[src/rtl/ipf_seq_pkg.sv]
// Shared types and helpers for the IPF LCU sequencer: FSM encoding, LCU size codes,
// parameter-set layout and size-derived constants.
package ipf_seq_pkg;
    localparam int IMG_W = 128;

    typedef enum logic [2:0] {
        ST_IDLE,
        ST_LOAD,
        ST_STREAM,
        ST_DRAIN,
        ST_DONE
    } seq_state_e;

    typedef enum logic [1:0] {
        LCU_16  = 2'd0,
        LCU_32  = 2'd1,
        LCU_64  = 2'd2,
        LCU_RSV = 2'd3
    } lcu_size_e;

    typedef struct packed {
        logic [1:0]  typ;
        logic [4:0]  band_pos;
        logic        wo_class;
        logic [15:0] offset;
    } prm_t;

    // Reserved code falls through to 64.
    function automatic logic [5:0] lcu_mask(input logic [1:0] sz);
        case (lcu_size_e'(sz))
            LCU_16:  return 6'd15;
            LCU_32:  return 6'd31;
            default: return 6'd63;
        endcase
    endfunction

    function automatic logic [3:0] lcus_per_row(input logic [1:0] sz);
        return 4'(IMG_W / (int'(lcu_mask(sz)) + 1));
    endfunction
endpackage

[src/rtl/ipf_prm_fifo.sv]
// Synchronous parameter-set FIFO; a push while full is dropped even if a pop
// happens in the same cycle.
module ipf_prm_fifo #(
    parameter int DEPTH = 4,
    parameter int W     = 24
) (
    input  logic         clk,
    input  logic         reset,
    input  logic         wr,
    input  logic [W-1:0] wdata,
    input  logic         rd,
    output logic [W-1:0] rdata,
    output logic         full,
    output logic         empty
);
    localparam int AW = $clog2(DEPTH);

    logic [W-1:0] mem [DEPTH];
    logic [AW-1:0] wp, rp;
    logic [AW:0]   cnt;
    logic          do_wr, do_rd;

    assign full  = (cnt == (AW+1)'(DEPTH));
    assign empty = (cnt == '0);
    assign do_wr = wr && !full;
    assign do_rd = rd && !empty;
    assign rdata = mem[rp];

    always_ff @(posedge clk or posedge reset) begin
        if (reset) begin
            wp  <= '0;
            rp  <= '0;
            cnt <= '0;
        end else begin
            if (do_wr) wp <= wp + AW'(1);
            if (do_rd) rp <= rp + AW'(1);
            cnt <= cnt + (AW+1)'(do_wr) - (AW+1)'(do_rd);
        end
    end

    always_ff @(posedge clk) begin
        if (do_wr) mem[wp] <= wdata;
    end
endmodule

[src/rtl/ipf_lcu_sequencer.sv]
// IPF front-end: reads the image in LCU raster order and streams it with per-LCU
// parameters. Optional stall counter under IPF_SEQ_STALL_CNT_EN.
module ipf_lcu_sequencer
    import ipf_seq_pkg::*;
#(
    parameter int PRM_DEPTH = 4,
    parameter int IMG_LOG   = 7
) (
    input  logic                 clk,
    input  logic                 reset,
    input  logic                 start,
    input  logic [1:0]           cfg_lcu_size,
    input  logic                 prm_wr,
    input  logic [1:0]           prm_type,
    input  logic [4:0]           prm_band_pos,
    input  logic                 prm_wo_class,
    input  logic [15:0]          prm_offset,
    output logic                 prm_full,
    output logic                 img_rd,
    output logic [2*IMG_LOG-1:0] img_addr,
    input  logic [7:0]           img_rdata,
    input  logic                 ipf_busy,
    input  logic                 ipf_finish,
    output logic                 in_en,
    output logic [7:0]           din,
    output logic [1:0]           ipf_type,
    output logic [4:0]           ipf_band_pos,
    output logic                 ipf_wo_class,
    output logic [15:0]          ipf_offset,
    output logic [2:0]           lcu_x,
    output logic [2:0]           lcu_y,
    output logic [1:0]           lcu_size,
    output logic                 done
`ifdef IPF_SEQ_STALL_CNT_EN
    ,output logic [15:0]         stall_cnt
`endif
);
    localparam int AW = 2*IMG_LOG;

    seq_state_e    state;
    logic [5:0]    col, row, mask;
    logic [2:0]    cur_x, cur_y, last_lcu;
    logic [6:0]    size_px;
    prm_t          shadow, fifo_rdata;
    logic          fifo_empty, pop, rd_issue;
    logic [AW-1:0] pix_row, pix_col;

    assign mask     = lcu_mask(lcu_size);
    assign last_lcu = 3'(lcus_per_row(lcu_size) - 4'd1);
    assign size_px  = 7'(mask) + 7'd1;
    assign pop      = (state == ST_LOAD) && !fifo_empty;
    assign rd_issue = (state == ST_STREAM) && !ipf_busy;

    assign pix_row  = AW'(cur_y) * AW'(size_px) + AW'(row);
    assign pix_col  = AW'(cur_x) * AW'(size_px) + AW'(col);
    assign img_rd   = rd_issue;
    assign img_addr = rd_issue ? AW'((pix_row << IMG_LOG) + pix_col) : '0;
    assign din      = in_en ? img_rdata : '0;

    ipf_prm_fifo #(.DEPTH(PRM_DEPTH), .W($bits(prm_t))) u_prm_fifo (
        .clk   (clk),
        .reset (reset),
        .wr    (prm_wr),
        .wdata ({prm_type, prm_band_pos, prm_wo_class, prm_offset}),
        .rd    (pop),
        .rdata (fifo_rdata),
        .full  (prm_full),
        .empty (fifo_empty)
    );

    always_ff @(posedge clk or posedge reset) begin
        if (reset) begin
            state        <= ST_IDLE;
            lcu_size     <= '0;
            col          <= '0;
            row          <= '0;
            cur_x        <= '0;
            cur_y        <= '0;
            shadow       <= '0;
            ipf_type     <= '0;
            ipf_band_pos <= '0;
            ipf_wo_class <= 1'b0;
            ipf_offset   <= '0;
            lcu_x        <= '0;
            lcu_y        <= '0;
            in_en        <= 1'b0;
            done         <= 1'b0;
        end else begin
            in_en <= rd_issue;
            done  <= 1'b0;
            // Visible LCU state moves with the in_en of the LCU's first pixel.
            if (rd_issue && col == '0 && row == '0) begin
                {ipf_type, ipf_band_pos, ipf_wo_class, ipf_offset} <= shadow;
                lcu_x <= cur_x;
                lcu_y <= cur_y;
            end
            case (state)
                ST_IDLE: if (start) begin
                    lcu_size <= cfg_lcu_size;
                    col      <= '0;
                    row      <= '0;
                    cur_x    <= '0;
                    cur_y    <= '0;
                    state    <= ST_LOAD;
                end
                ST_LOAD: if (!fifo_empty) begin
                    shadow <= fifo_rdata;
                    state  <= ST_STREAM;
                end
                ST_STREAM: if (!ipf_busy) begin
                    if (col != mask) begin
                        col <= col + 6'd1;
                    end else begin
                        col <= '0;
                        if (row != mask) begin
                            row <= row + 6'd1;
                        end else begin
                            row <= '0;
                            if (cur_x != last_lcu) begin
                                cur_x <= cur_x + 3'd1;
                                state <= ST_LOAD;
                            end else begin
                                cur_x <= '0;
                                if (cur_y == last_lcu) begin
                                    state <= ST_DRAIN;
                                end else begin
                                    cur_y <= cur_y + 3'd1;
                                    state <= ST_LOAD;
                                end
                            end
                        end
                    end
                end
                ST_DRAIN: if (ipf_finish) begin
                    done  <= 1'b1;
                    state <= ST_DONE;
                end
                ST_DONE: state <= ST_IDLE;
                default: state <= ST_IDLE;
            endcase
        end
    end

`ifdef IPF_SEQ_STALL_CNT_EN
    always_ff @(posedge clk or posedge reset) begin
        if (reset) begin
            stall_cnt <= '0;
        end else if (state == ST_IDLE && start) begin
            stall_cnt <= '0;
        end else if (((state == ST_LOAD && fifo_empty) || (state == ST_STREAM && ipf_busy))
                     && stall_cnt != 16'hFFFF) begin
            stall_cnt <= stall_cnt + 16'd1;
        end
    end
`endif
endmodule

[config.mk]
export PLATFORM = sky130hd
export DESIGN_NAME = ipf_lcu_sequencer
export DESIGN_NICKNAME = d
export VERILOG_FILES = /design/src/rtl/ipf_seq_pkg.sv /design/src/rtl/ipf_prm_fifo.sv /design/src/rtl/ipf_lcu_sequencer.sv
export SDC_FILE = /design/constraint.sdc
export NUM_CORES = 1
export LEC_CHECK = 0
export CAP_MARGIN = 20
export CORE_AREA = 2 2 125 127
export CTS_CLUSTER_SIZE = 30
export DETAILED_ROUTE_END_ITERATION = 8
export DIE_AREA = 0 0 127 129
export GPL_TIMING_DRIVEN = 1
export PLACE_DENSITY_LB_ADDON = 0.1
export RECOVER_POWER = 25
export SLEW_MARGIN = 40
export SYNTH_ARGS = -nofsm -noshare
export SYNTH_HDL_FRONTEND = slang
export SYNTH_SLANG_ARGS = --single-unit
[constraint.sdc]
create_clock -name clk -period 4.53 [get_ports clk]
set_input_delay 0.453 -clock clk [delete_from_list [all_inputs] [get_ports clk]]
set_output_delay 0.453 -clock clk [all_outputs]
set_load 0.02 [all_outputs]
== Yosys cells after proc, flatten, opt, wreduce, memory -nomap -nowiden ==
Memory sizes are Yosys's and may differ from the RTL's. A register that Yosys moved wholly into a read port is not among the register bits.
Cells that the tools add are included.

* Bits in registers: 62
* Bits in latches: 0
* Bits in writable memories: 96
* Memory bits (read-only): 0
* Input port bits: 40
* Output and inout port bits: 58
* Logic and storage cells: 111
* Memories: 1

* Add/subtract/negate cells: 14
* Multiply operators: 2
* Divide/modulo/power cells: 1
* Order comparisons: 0
* Eq/ne operators: 17
* Shifts and indexed selects: 0
* Mux-type cells: 36
* Bitwise operators: 1
* Reductions and logical operators: 22

{| class="wikitable"
|+ Memory list
! memory !! words !! bits a word !! rd ports !! clocked after Yosys merged registers in !! write ports !! RTL line !! text
|-
| u_prm_fifo.mem || 4 || 24 || 1 || 1 || 1 || ipf_prm_fifo.sv:18 || <nowiki>logic [W-1:0] mem [DEPTH];</nowiki>
|}

{| class="wikitable"
|+ Operator list
! cell !! count
|-
| 2-to-1 mux 3 bit || 16
|-
| 2-to-1 mux 6 bit || 6
|-
| one-hot mux 6 bit (2 select lines) || 3
|-
| divider 9 x 32 -> 32 bit, first input constant || 1
|-
| != test 2 bit, second input constant || 8
|-
| adder 14 x 11 -> 14 bit || 1
|-
| adder 6 x 1 -> 7 bit, second input constant || 2
|-
| 2-to-1 mux 14 bit || 1
|-
| adder 6 x 1 -> 6 bit, second input constant || 2
|-
| logical NOT 6 bit || 2
|-
| != test 6 bit || 2
|-
| one-hot mux 3 bit (2 select lines) || 2
|-
| one-hot mux 3 bit (4 select lines) || 1
|-
| adder 10 x 6 -> 11 bit || 1
|-
| multiplier 3 x 7 -> 10 bit || 1
|-
| 2-to-1 mux 8 bit || 1
|-
| adder 7 x 6 -> 7 bit || 1
|-
| multiplier 3 x 7 -> 7 bit || 1
|-
| AND reduction 7 bit || 1
|-
| adder 3 x 1 -> 3 bit, second input constant || 2
|-
| equality test 3 x 2 -> 1 bit, second input constant || 2
|-
| logical AND 1 bit || 6
|-
| logical NOT 3 bit || 2
|-
| AND reduction 6 bit || 1
|-
| 19 further kinds || 27
|}

== Depth between registers and ports, before layout ==
Gate-level depths: netlist (run 1).

* Depth after elaboration: 12
* Depth in mapped cells: 15
* Gate-level depth less buffers: 13

== Hierarchy ==
A second synthesis (run 1) with hierarchy kept.

* Cell total of the unflattened synthesis: 535
* Area, all modules: 8277.9 um^2

{| class="wikitable"
|+ Modules (own cells, without submodules)
! module !! times used !! cells each !! area each (um^2) !! sequential area each (um^2)
|-
| ipf_lcu_sequencer || 1 || 367 || 4292.9 || 1976.9
|-
| ipf_prm_fifo || 1 || 168 || 3985.1 || 3057.9
|}

== Least setup slack after synthesis (run 1) ==
Ideal clock, no wire load.

* Path type: register to output
* From: register lcu_size[1]
* To: output img_addr[13]
* Data arrival time: 3.416 ns
* Data required time: 4.077 ns
* Slack: 0.661 ns
* Stages on the path, launching flop included: 16
* Buffers on the path: 2
* Path through: dfrtp_1 -> buf_2 -> buf_2 -> nor2b_1 -> nand2_1 -> fa_1 -> inv_1 -> ha_1 -> inv_1 -> fa_1 -> nor2b_1 -> o21ai_0 -> a21boi_0 -> o2111ai_1 -> xnor2_1 -> nor2_1

* Word-level cells in the longest chain between the ends: 7
* Elaborated cells between the ends (all ways): 10
* Those cells by class: 4 x add/sub; 2 x mul; 1 x eq/ne; 2 x mux; 1 x reduce/logical

{| class="wikitable"
|+ RTL lines
! what !! RTL line !! text
|-
| start: declaration || ipf_lcu_sequencer.sv:32 || <nowiki>output logic [1:0] lcu_size,</nowiki>
|-
| start signal: assignment || ipf_lcu_sequencer.sv:99 || <nowiki>lcu_size <= cfg_lcu_size;</nowiki>
|-
| equality test 2 x 1 -> 1 bit or logical NOT 2 bit (tied branches) || ipf_seq_pkg.sv:30 || <nowiki>case (lcu_size_e'(sz))</nowiki>
|-
| one-hot mux 6 bit (2 select lines) * || ipf_seq_pkg.sv:30 ||
|-
| adder 6 x 1 -> 7 bit * || ipf_lcu_sequencer.sv:50 || <nowiki>assign size_px = 7'(mask) + 7'd1;</nowiki>
|-
| multiplier 3 x 7 -> 10 bit or multiplier 3 x 7 -> 7 bit (tied branches) || ipf_lcu_sequencer.sv:55, ipf_lcu_sequencer.sv:54 ||
|-
| adder 10 x 6 -> 11 bit or adder 7 x 6 -> 7 bit (tied branches) || ipf_lcu_sequencer.sv:55, ipf_lcu_sequencer.sv:54 ||
|-
| adder 14 x 11 -> 14 bit * || ipf_lcu_sequencer.sv:57 || <nowiki>assign img_addr = rd_issue ? AW'((pix_row << IMG_LOG) + pix_col) : '0;</nowiki>
|-
| 2-to-1 mux 14 bit * || ipf_lcu_sequencer.sv:57 ||
|-
| end: declaration || ipf_lcu_sequencer.sv:20 || <nowiki>output logic [2*IMG_LOG-1:0] img_addr,</nowiki>
|}

Every way passes the cells marked *; elsewhere a longest branch is shown, timed or not.

== Final worst setup path (run 1) ==
* From: register lcu_size[0]
* To: output img_addr[13]

The elaborated chain is that of the path after synthesis.

==> impl_results.md, run 1 <==
* DIE HEIGHT at around 130 µm
* Pin count of the biggest net entering global routing at 59
* Fin. Hold Viols at 0
* Initial antenna violation count at 1
* Maximum vdd drop at roughly 380 µV
* All-Layer GR Usage at 0.203
* Worst Reg2Reg Path Length in Cells at 7
* Clock-pin slew of the registers on the worst-case setup and hold paths at 60 ps
* Routability cong. at 0.866
* Crit Path Class: reg2out
* Slew @ Worst Pin at around 2800 ps
* EDFF count, synth at between 90 and 100
* Initial DRC Count at 266
* CP Data Arrival Time at 3760 ps
* Remaining global-route overflow at 0
* Post-layout min period at around 4200 ps
* Run status: finished with violations
* Yosys warns at 0
* Setup slack, reg-to-reg at approximately 1700 ps
* Total CTS buffers at 17
* Area grow syn2layout at 22.0%
* Most common cell after layout, fill and taps aside: edfxtp_1
* DRC at 0
* Drt via density at 5.50
* Pwr/cell area at approximately 600 nW/µm²
* Drt pass-1 iters at 4
* # rows at between 40 and 50
* I/O Buffers at 97
* Met2 WL at around 8 mm
* Post-DP HPWL at 10.4 mm
* Routed WL at around 15 mm
* Worst r2r src: state[1]
* Rel. slew slack at -0.849
* Worst Hold Class: reg2reg
* Final #Nets at 706
* First-pass GRT wire length at roughly 25 mm
* H-tree depth at 4
* DIE AREA at roughly 16000 µm²
* Post-CTS Setup Bufs at 0
* Post-synth ARST share at 0.473
* Clock root cell: clkbuf_16
* Reg-to-reg endpoint: lcu_x[2]
* Post-Synthesis Cell Area at between 8000 and 9000 µm²
* Most frequent cells in the layout: edfxtp_1 (96), dfrtp_1 (84), clkdlybuf4s50_1 (68)
* Clk Latency, worst-skew pair at between 400 and 500 ps
* Via count at between 4000 and 5000
* Vias in the first global route at roughly 4900
* Die width at 127 µm
* Final TNS setup at 0 ps
* Worst-case clock buffer depth at 2
* Ys flop type: edfxtp_1
* Period utilization at 0.931
* Final ANT Viol Nets at 0
* CP startpoint: lcu_size[0]
* CTS tree: done
* Register area share after synthesis at 0.625
* Layout cells sized above 1 at 0.166
* Max_cap viols at 1
* Sinks on Clock Net at roughly 180
* DR WL/cell at ~18 µm
* Failing checks: capacitance limit, slew limit
* Seq cells post-synth at roughly 180
* Skew final at between 7 and 8 ps
* Yosys cell types at 48
* Post-Syn Instances at about 530
* Metal-1 WL at between 6 and 7 mm
* Pins Over Slew Limit at 59
* Ports at approximately 100
* Pwr Total at about 5.9 mW
* CP Launch Type: register
* Cell taking the most area after synthesis: edfxtp_1
* RSZ-0062 raised after global routing: no
* Synth area leaders: edfxtp_1 (36%), dfrtp_1 (27%), mux4_2 (6.7%), ha_1 (4.5%), mux2_1 (3.9%)
* Top cell type's share of synthesized area at 0.358
* Core area at 15000 µm²
* Crit. End Element: output pin
* CTS Hold Bufs at 0
* Met3 WL at 667 µm
* Max Used Layer: met4
* CP Data Required Time at slightly above 4000 ps
* Max FO, Critical Path at 8
* Initial core utilization at 0.538
* Leak at approximately 3.9 nW
* Avg Inst Size Synth at 15.2 µm²
* Critical path destination: img_addr[13]
* Maximum clock frequency at ~240 MHz
* Syn_nets at around 600
* Setup Viol. Count Final at 0
metal layers:
metal	track usage	vias up
met3	0.0478	18
met1	0.261	2309
li1	-	2145
met2	0.349	117
met4	0.0614	0
met5	0	-
cell usage after synthesis, drive strengths merged, types with 2 or more instances:
library cell and count:
nand2 24, fa 5, nor4 3, nor3 8, o2111ai 3, nand3 7
buf 17, a21o 2, and3 9, xnor2 14, nor2b 5, and2 19
nor3b 2, nand3b 2, clkbuf 8, nand4 4, nand2b 2, inv 25
o21ai 29, ha 29, mux2i 3, nor2 19, a32o 2, or3b 2
dfrtp 86, mux2 55, mux4 24, edfxtp 96, a21oi 6, xor2 9
stage by stage:
stage / setup slack [ps] / hold slack [ps] / cell area (µm²) / std cells / util
floorplan: 661 / 454 / 8050 / 529 / -
global placement: 398 / 466 / 9230 / 801 / 0.616
detailed placement: 222 / 474 / 9240 / 801 / 0.617
CTS: 125 / 456 / 9820 / 833 / 0.656
global route: 14.9 / 511 / 9830 / 834 / 0.656
finish: 313 / 486 / 9830 / 834 / 0.656
final cells by class:
cell class / count / area (µm²)
Antenna cell: 1 / 2.50
Clock buffer: 21 / 460
Clock inverter: 11 / 125
Fill cell: 1048 / 5150
Inverter: 25 / 95.1
Multi-Input combinational cell: 297 / 2810
Sequential cell: 182 / 5040
Tap cell: 188 / 235
Timing Repair Buffer: 109 / 1060
where the power goes:
group / switching (mW) / total (mW) / internal [mW]
sequential: 0.321 / 2.57 / 2.24
clock: 0.611 / 1.45 / 0.843
combinational: 0.938 / 1.92 / 0.978
total: 1.87 / 5.94 / 4.07
worst min-delay path by stage:
| stage | start | end | slack (ps) | cells past startpoint |
|---|---|---|---|---|
| floorplan | shadow[17] | ipf_band_pos[0] | 450 | 1 |
| global placement | shadow[13] | ipf_offset[13] | 470 | 1 |
| detailed placement | shadow[20] | ipf_band_pos[3] | 470 | 1 |
| CTS | reset | row[0] | 460 | 2 |
| global route | shadow[15] | ipf_offset[15] | 510 | 1 |
| finish | shadow[15] | ipf_offset[15] | 490 | 1 |
what timing repair did:
item	4_1_cts	5_1_grt
setup endpoints to repair	2	4
pin swaps	0	0
resized for setup	4	6
gates cloned	0	0
registers in the layout, indices dropped and copies added (netlist names):
register and cells:
cur_y 3, u_prm_fifo.rp 2, ipf_offset 16, ipf_band_pos 5, state 3, lcu_size 2, shadow 24, u_prm_fifo.mem 96
row 6, ipf_type 2, col 6, in_en 1, lcu_y 3, u_prm_fifo.wp 2, u_prm_fifo.cnt 3, ipf_wo_class 1
done 1, cur_x 3, lcu_x 3
critical path, cell delays in order (launching register included):
cell and delay [ps]:
dfrtp_2 460, nor2b_2 220, nand2_1 100, fa_1 510
inv_1 40, ha_1 290, inv_1 60, fa_1 440
nor2b_1 160, o21ai_0 120, a21boi_1 230, o2111ai_1 150
xnor2_1 150, nor2_1 90, clkdlybuf4s15_1 310
kinds of logic after synthesis:
family,Yosys count,synth area share
fa+ha+maj,34,0.0575
flops,182,0.625
xor+xnor,23,0.0250
buf+inv,50,0.0281
simple gates,110,0.0766
mux,82,0.148
compound gates,48,0.0399
No activity file was read; power rests on OpenSTA's default activity.
==> run 2: changes to the inputs <==
--- a/config.mk
+++ b/config.mk
@@ -7,10 +7,12 @@
 export LEC_CHECK = 0
 export CAP_MARGIN = 20
 export CORE_AREA = 2 2 125 127
+export CTS_CLUSTER_DIAMETER = 50
 export CTS_CLUSTER_SIZE = 30
 export DETAILED_ROUTE_END_ITERATION = 8
 export DIE_AREA = 0 0 127 129
 export GPL_TIMING_DRIVEN = 1
+export MAX_ROUTING_LAYER = met4
 export PLACE_DENSITY_LB_ADDON = 0.1
 export RECOVER_POWER = 25
 export SLEW_MARGIN = 40
==> constraint.sdc (replaced) <==
create_clock -name clk -period 4.53 [get_ports clk]
set_input_delay 0.906 -clock clk [delete_from_list [all_inputs] [get_ports clk]]
set_output_delay 0.906 -clock clk [all_outputs]
set_load 0.02 [all_outputs]
==> run 2 against run 1 <==
Effect of this change: setup slack got worse by 150 ps; core utilization is 0.092 points higher; critical path type unchanged; highest routed layer unchanged; sequential power about the same; the flow still finishes with violations (capacitance limit, slew limit); largest cell class unchanged; cell count up 0.60%; combinational power grew 3%; design area rose by 0.14%; clock power decreased by 8%.
==> impl_results.md, run 2 (synthesis results as in run 1) <==
* DRC at 0
* Pwr/cell area at 596 nW/µm²
* Placed cell areas at 9270 µm²
* Run status: finished with violations
* Max_cap viols at 1
* Logic pwr share at 0.337
* Final Core Density at 0.657
* Max FO, Critical Path at 3
* Routed WL at 15.4 mm
* Final ANT Viol Nets at 0
* Reg-to-reg endpoint: lcu_x[0]
* Post-DP HPWL at around 10 mm
* Vias in the first global route at 4821
* All-Layer GR Usage at 0.206
* Switching part of the total power at 0.317
* CTS Hold Bufs at 0
* Initial core utilization at 0.538
* Die width at between 100 and 150 µm
* Worst hold start: shadow[2]
* Non-filler instance count after layout at 839
* Worst r2r src: state[1]
* Hold Path End: ipf_offset[2]
* Total CTS buffers at 17
* Via count at 4646
* Worst-case clock buffer depth at 2
* Skew final at ~20 ps
* Cell mode on critical path: ha_1
* CP Data Required Time at 3620 ps
* Initial DRC Count at 196
* Crit Path Class: reg2out
* Most common cell after layout, fill and taps aside: edfxtp_1
* Setup slack, reg-to-reg at about 1800 ps
* Routability cong. at around 0.83
* CTS tree: done
* Crit. End Element: output pin
* Failing checks: capacitance limit, slew limit
* CP Launch Type: register
* Pwr Total at ~5.9 mW
* Pins Over Slew Limit at 35
* Design area at around 10000 µm²
* Initial antenna violation count at 1
* Switching power at 1.86 mW
* DIE HEIGHT at 129 µm
* Fin. Hold Viols at 0
* Layout cells sized above 1 at 0.180
* Rel. slew slack at -0.00656
* Worst Hold Class: reg2reg
* Clk pwr share at 0.226
* Drt via density at around 5.5
* Hold path depth at 1
* FILL cells at roughly 1100
* Clock root cell: clkbuf_16
* Register with the most flip-flops: u_prm_fifo.mem
* Slowest CP cell: fa_1
* Post-CTS Setup Bufs at 0
* I/O Buffers at 97
* Maximum clock frequency at around 230 MHz
* Share of power burned in registers at 0.436
* WP buf/inv at 2
* Clock-pin slew of the registers on the worst-case setup and hold paths at 60 ps
* Drt pass-1 iters at 4
* Remaining global-route overflow at 0
* Top flop regs: u_prm_fifo.mem x96, shadow x24, ipf_offset x16
* Setup Viol. Count Final at 0
* Maximum vdd drop at between 300 and 400 µV
* Post-layout min period at 4360 ps
* Pin count of the biggest net entering global routing at 35
* Ports at 98
* CP Data Arrival Time at approximately 3500 ps
* WP depth at 13
* Final #Nets at slightly above 700
* DR WL/cell at between 15 and 20 µm
* Core area at approximately 15000 µm²
* First-pass GRT wire length at 24.8 mm
* Crit path max-delay family: adder cells
* Slew @ Worst Pin at roughly 1500 ps
* H-tree depth at 4
* Crit-path cells: nor2_4 -> nand2_2 -> fa_1 -> inv_1 -> ha_1 -> ha_1 -> a21o_1 -> a21oi_2 -> o21ai_0 -> o2111ai_1 -> xor2_1 -> nor2_1 -> dlygate4sd2_1
* Final TNS setup at 0 ps
* Most frequent cells in the layout: edfxtp_1 (96), dfrtp_1 (83), clkdlybuf4s50_1 (66)
* Area grow syn2layout at 22.2%
* Placed cells at slightly above 800
* Crit path largest cell delay at around 540 ps
* Int Power at 4.00 mW
* Leak at 3.88 nW
* DIE AREA at 16400 µm²
* Max reg flops at between 90 and 100
* Worst Reg2Reg Path Length in Cells at 7
* Clk Latency, worst-skew pair at 430 ps
* # rows at 45
* Period utilization at 0.963
* Sinks on Clock Net at around 180
-- run 2: cell count changes in the layout (fill, tap and decap cells not counted), sizes merged, moves of 2 or more --
cell / before / now
dlygate4sd2: 0 / 2
clkinvlp: 3 / 1
clkinv: 6 / 8
clkdlybuf4s50: 68 / 66
buf: 12 / 19
dlymetal6s2s: 2 / 0
-- run 2: how the worst max path moves through the flow --
stage | startpoint | to
2_1_floorplan | lcu_size[1] | img_addr[13]
3_3_place_gp | lcu_size[0] | img_addr[13]
3_5_place_dp | lcu_size[0] | img_addr[11]
4_1_cts | lcu_size[0] | img_addr[11]
5_1_grt | lcu_size[1] | img_addr[13]
6_report | lcu_size[1] | img_addr[12]
-- run 2: cell type report --
class | count | area, µm² | area share
Clock inverter | 11 | 82.6 | 0.00839
Tap cell | 188 | 235 | 0.0239
Multi-Input combinational cell | 297 | 2850 | 0.290
Inverter | 25 | 95.1 | 0.00966
Sequential cell | 182 | 5040 | 0.512
Antenna cell | 1 | 2.50 | 0.000254
Timing Repair Buffer | 114 | 1090 | 0.111
Clock buffer | 21 | 440 | 0.0448
-- run 2: layer usage --
layer | GRT usage | part of all wire
met2 | 0.355 | 0.52
met5 | - | 0
met4 | 0.0685 | 0.0093
met3 | 0.0511 | 0.041
met1 | 0.239 | 0.43
-- run 2: through the flow --
stage | hold slack [ps] | worst slack [ps]
floorplan | 454 | 208
global placement | 465 | 65.4
detailed placement | 475 | -104
CTS | 487 | 53.8
global route | 505 | -22.0
finish | 476 | 166
-- run 2: repair_timing --
action                     CTS  global route
setup endpoints to repair    6             6
gates cloned                 0             0
pin swaps                    1             5
resized for setup           17            12
-- run 2: power by group through the flow --
stage | Combinational [mW] | Sequential [mW] | Clock [mW]
floorplan | 1.27 | 2.59 | 0
global placement | 1.93 | 2.56 | 0
detailed placement | 1.98 | 2.59 | 0
CTS | 2.01 | 2.56 | 1.36
global route | 2.15 | 2.62 | 1.41
finish | 1.98 | 2.56 | 1.33
==> run 3: changes to the inputs <==
==> constraint.sdc (replaced) <==
create_clock -name clk -period 5.31 [get_ports clk]
set_input_delay 1.062 -clock clk [delete_from_list [all_inputs] [get_ports clk]]
set_output_delay 1.062 -clock clk [all_outputs]
set_load 0.02 [all_outputs]
==> run 3 against run 2 <==
Effect of this change: the run still ends with capacitance limit, slew limit left; sequential power down 14%; die area unchanged; power down 15%; largest cell class unchanged.
==> impl_results.md, run 3 (synthesis results as in run 1) <==
* Run status: finished with violations
* Failing checks: capacitance limit, slew limit
* Most frequent cells in the layout: edfxtp_1 (96), dfrtp_1 (84), clkdlybuf4s50_1 (70)
* Period utilization at 0.943
* Total CTS buffers at 17
* Clock-pin slew of the registers on the worst-case setup and hold paths at approximately 60 ps
* I/O Buffers at 97
* Slowest CP cell: clkdlybuf4s50_1
* Crit path largest cell delay at 620 ps
* Drt pass-1 iters at 6
* Crit Path Class: reg2out
* First-pass GRT wire length at 24.8 mm
* All-Layer GR Usage at 0.206
* Ant diodes at 0
* Clk Latency, worst-skew pair at ~420 ps
* Post-DP HPWL at 10.1 mm
* Core area at between 10000 and 15000 µm²
* Rel. slew slack at -0.529
* FILL cells at 1086
* Die width at around 130 µm
* Initial antenna violation count at 0
* DRC at 0
* Hold path depth at 1
* CP Data Arrival Time at ~4000 ps
* Top flop regs: u_prm_fifo.mem x96, shadow x24, ipf_offset x16
* DR WL/cell at approximately 18 µm
* CP Launch Type: register
* Max reg flops at 96
* Leak at 3.88 nW
* Remaining global-route overflow at 0
* Skew final at 7.64 ps
* CTS Hold Bufs at 0
* Maximum clock frequency at ~200 MHz
* CP Data Required Time at 4250 ps
* Max FO, Critical Path at 8
* Layout cells sized above 1 at 0.160
* Hold Path End: ipf_type[0]
* Max_cap viols at 1
* Routability cong. at ~0.9
* DIE AREA at roughly 16000 µm²
* Area grow syn2layout at 21.5%
* Pins Over Slew Limit at 50
* Pin count of the biggest net entering global routing at 50
* Drt via density at between 5 and 6
* Post-layout min period at 5010 ps
* Clock root cell: clkbuf_16
* Vias in the first global route at roughly 4800
* Final ANT Viol Nets at 0
* RSZ-0062 raised after global routing: no
* Worst hold start: shadow[22]
* Reg-to-reg endpoint: ipf_band_pos[0]
* Crit-path cells: nor2b_1 -> nand2_1 -> fa_1 -> inv_1 -> ha_1 -> ha_1 -> a21o_1 -> a21oi_1 -> o21ai_0 -> o2111ai_1 -> xor2_1 -> nor2_1 -> clkdlybuf4s50_1
* Cell mode on critical path: ha_1
* Crit. End Element: output pin
* Worst Hold Class: reg2reg
* Final #Nets at between 700 and 800
* H-tree depth at 4
* CTS tree: done
* DIE HEIGHT at around 130 µm
* Worst r2r src: state[1]
* Via count at around 4600
* Slew @ Worst Pin at 2280 ps
* Worst Reg2Reg Path Length in Cells at 6
* Ports at 98
* Sinks on Clock Net at around 180
* Pwr/cell area at roughly 500 nW/µm²
* Initial core utilization at 0.538
* Setup slack, reg-to-reg at 2620 ps
* Initial DRC Count at 190
* Most common cell after layout, fill and taps aside: edfxtp_1
* Fin. Hold Viols at 0
* Final Core Density at 0.653
* Setup Viol. Count Final at 0
* Register with the most flip-flops: u_prm_fifo.mem
* Worst-case clock buffer depth at 2
* # rows at 45
* Final TNS setup at 0 ps
* Maximum vdd drop at between 300 and 400 µV
* Routed WL at between 15 and 20 mm
[run 3: layout make-up]
class,count,area [µm²],share of cell area
Sequential cell,182,5040,0.515
Multi-Input combinational cell,297,2820,0.288
Timing Repair Buffer,108,1060,0.108
Clock buffer,21,440,0.0450
Tap cell,188,235,0.0240
Clock inverter,11,101,0.0104
Inverter,25,95.1,0.00972
[run 3: how the worst max path moves through the flow]
stage,start,cells after the start,to
2_1_floorplan,lcu_size[1],15,img_addr[13]
3_3_place_gp,lcu_size[0],14,img_addr[13]
3_5_place_dp,lcu_size[0],14,img_addr[13]
4_1_cts,lcu_size[1],14,img_addr[13]
5_1_grt,lcu_size[1],13,img_addr[10]
6_report,lcu_size[1],13,img_addr[12]
[run 3: per-stage QoR]
step	total power [mW]	std cells	setup slack [ps]	hold WS (ps)	area [µm²]
after floorplan	3.29	529	832	454	8050
after global placement	3.80	799	456	466	9220
after detailed placement	3.87	799	327	470	9230
after CTS	5.05	831	32.6	485	9780
after global routing	5.29	832	58.7	504	9790
final	4.99	832	300	476	9790
[run 3: routing by layer]
metal / GRT usage / up-vias / part of all wire
met4: 0.0582 / 0 / 0.010
met1: 0.248 / 2337 / 0.42
met5: - / - / 0
li1: - / 2140 / -
met2: 0.347 / 115 / 0.52
met3: 0.0528 / 13 / 0.044
[run 3: where the power goes]
part	switching [mW]	total, mW	leakage [nW]	internal, mW
clock network	0.508	1.16	0.268	0.648
logic	0.804	1.64	1.66	0.835
registers	0.275	2.19	1.96	1.91
total	1.59	4.99	3.88	3.40
[run 3: worst max-delay path: cells and delay by family (launching register included)]
kind	cells	cell delay [ps]
adders and majority gates	3	1120
AOI/OAI and AO/OA	4	690
buffers and inverters	2	660
DFF	1	500
and+or+nand+nor	3	470
xor gates and xnor gates	1	90
[run 3: repair_timing]
action                     in CTS  in global routing
setup endpoints to repair       2                  2
pin swaps                       0                  1
setup buffers                   0                  1
gates resized for setup         3                  2
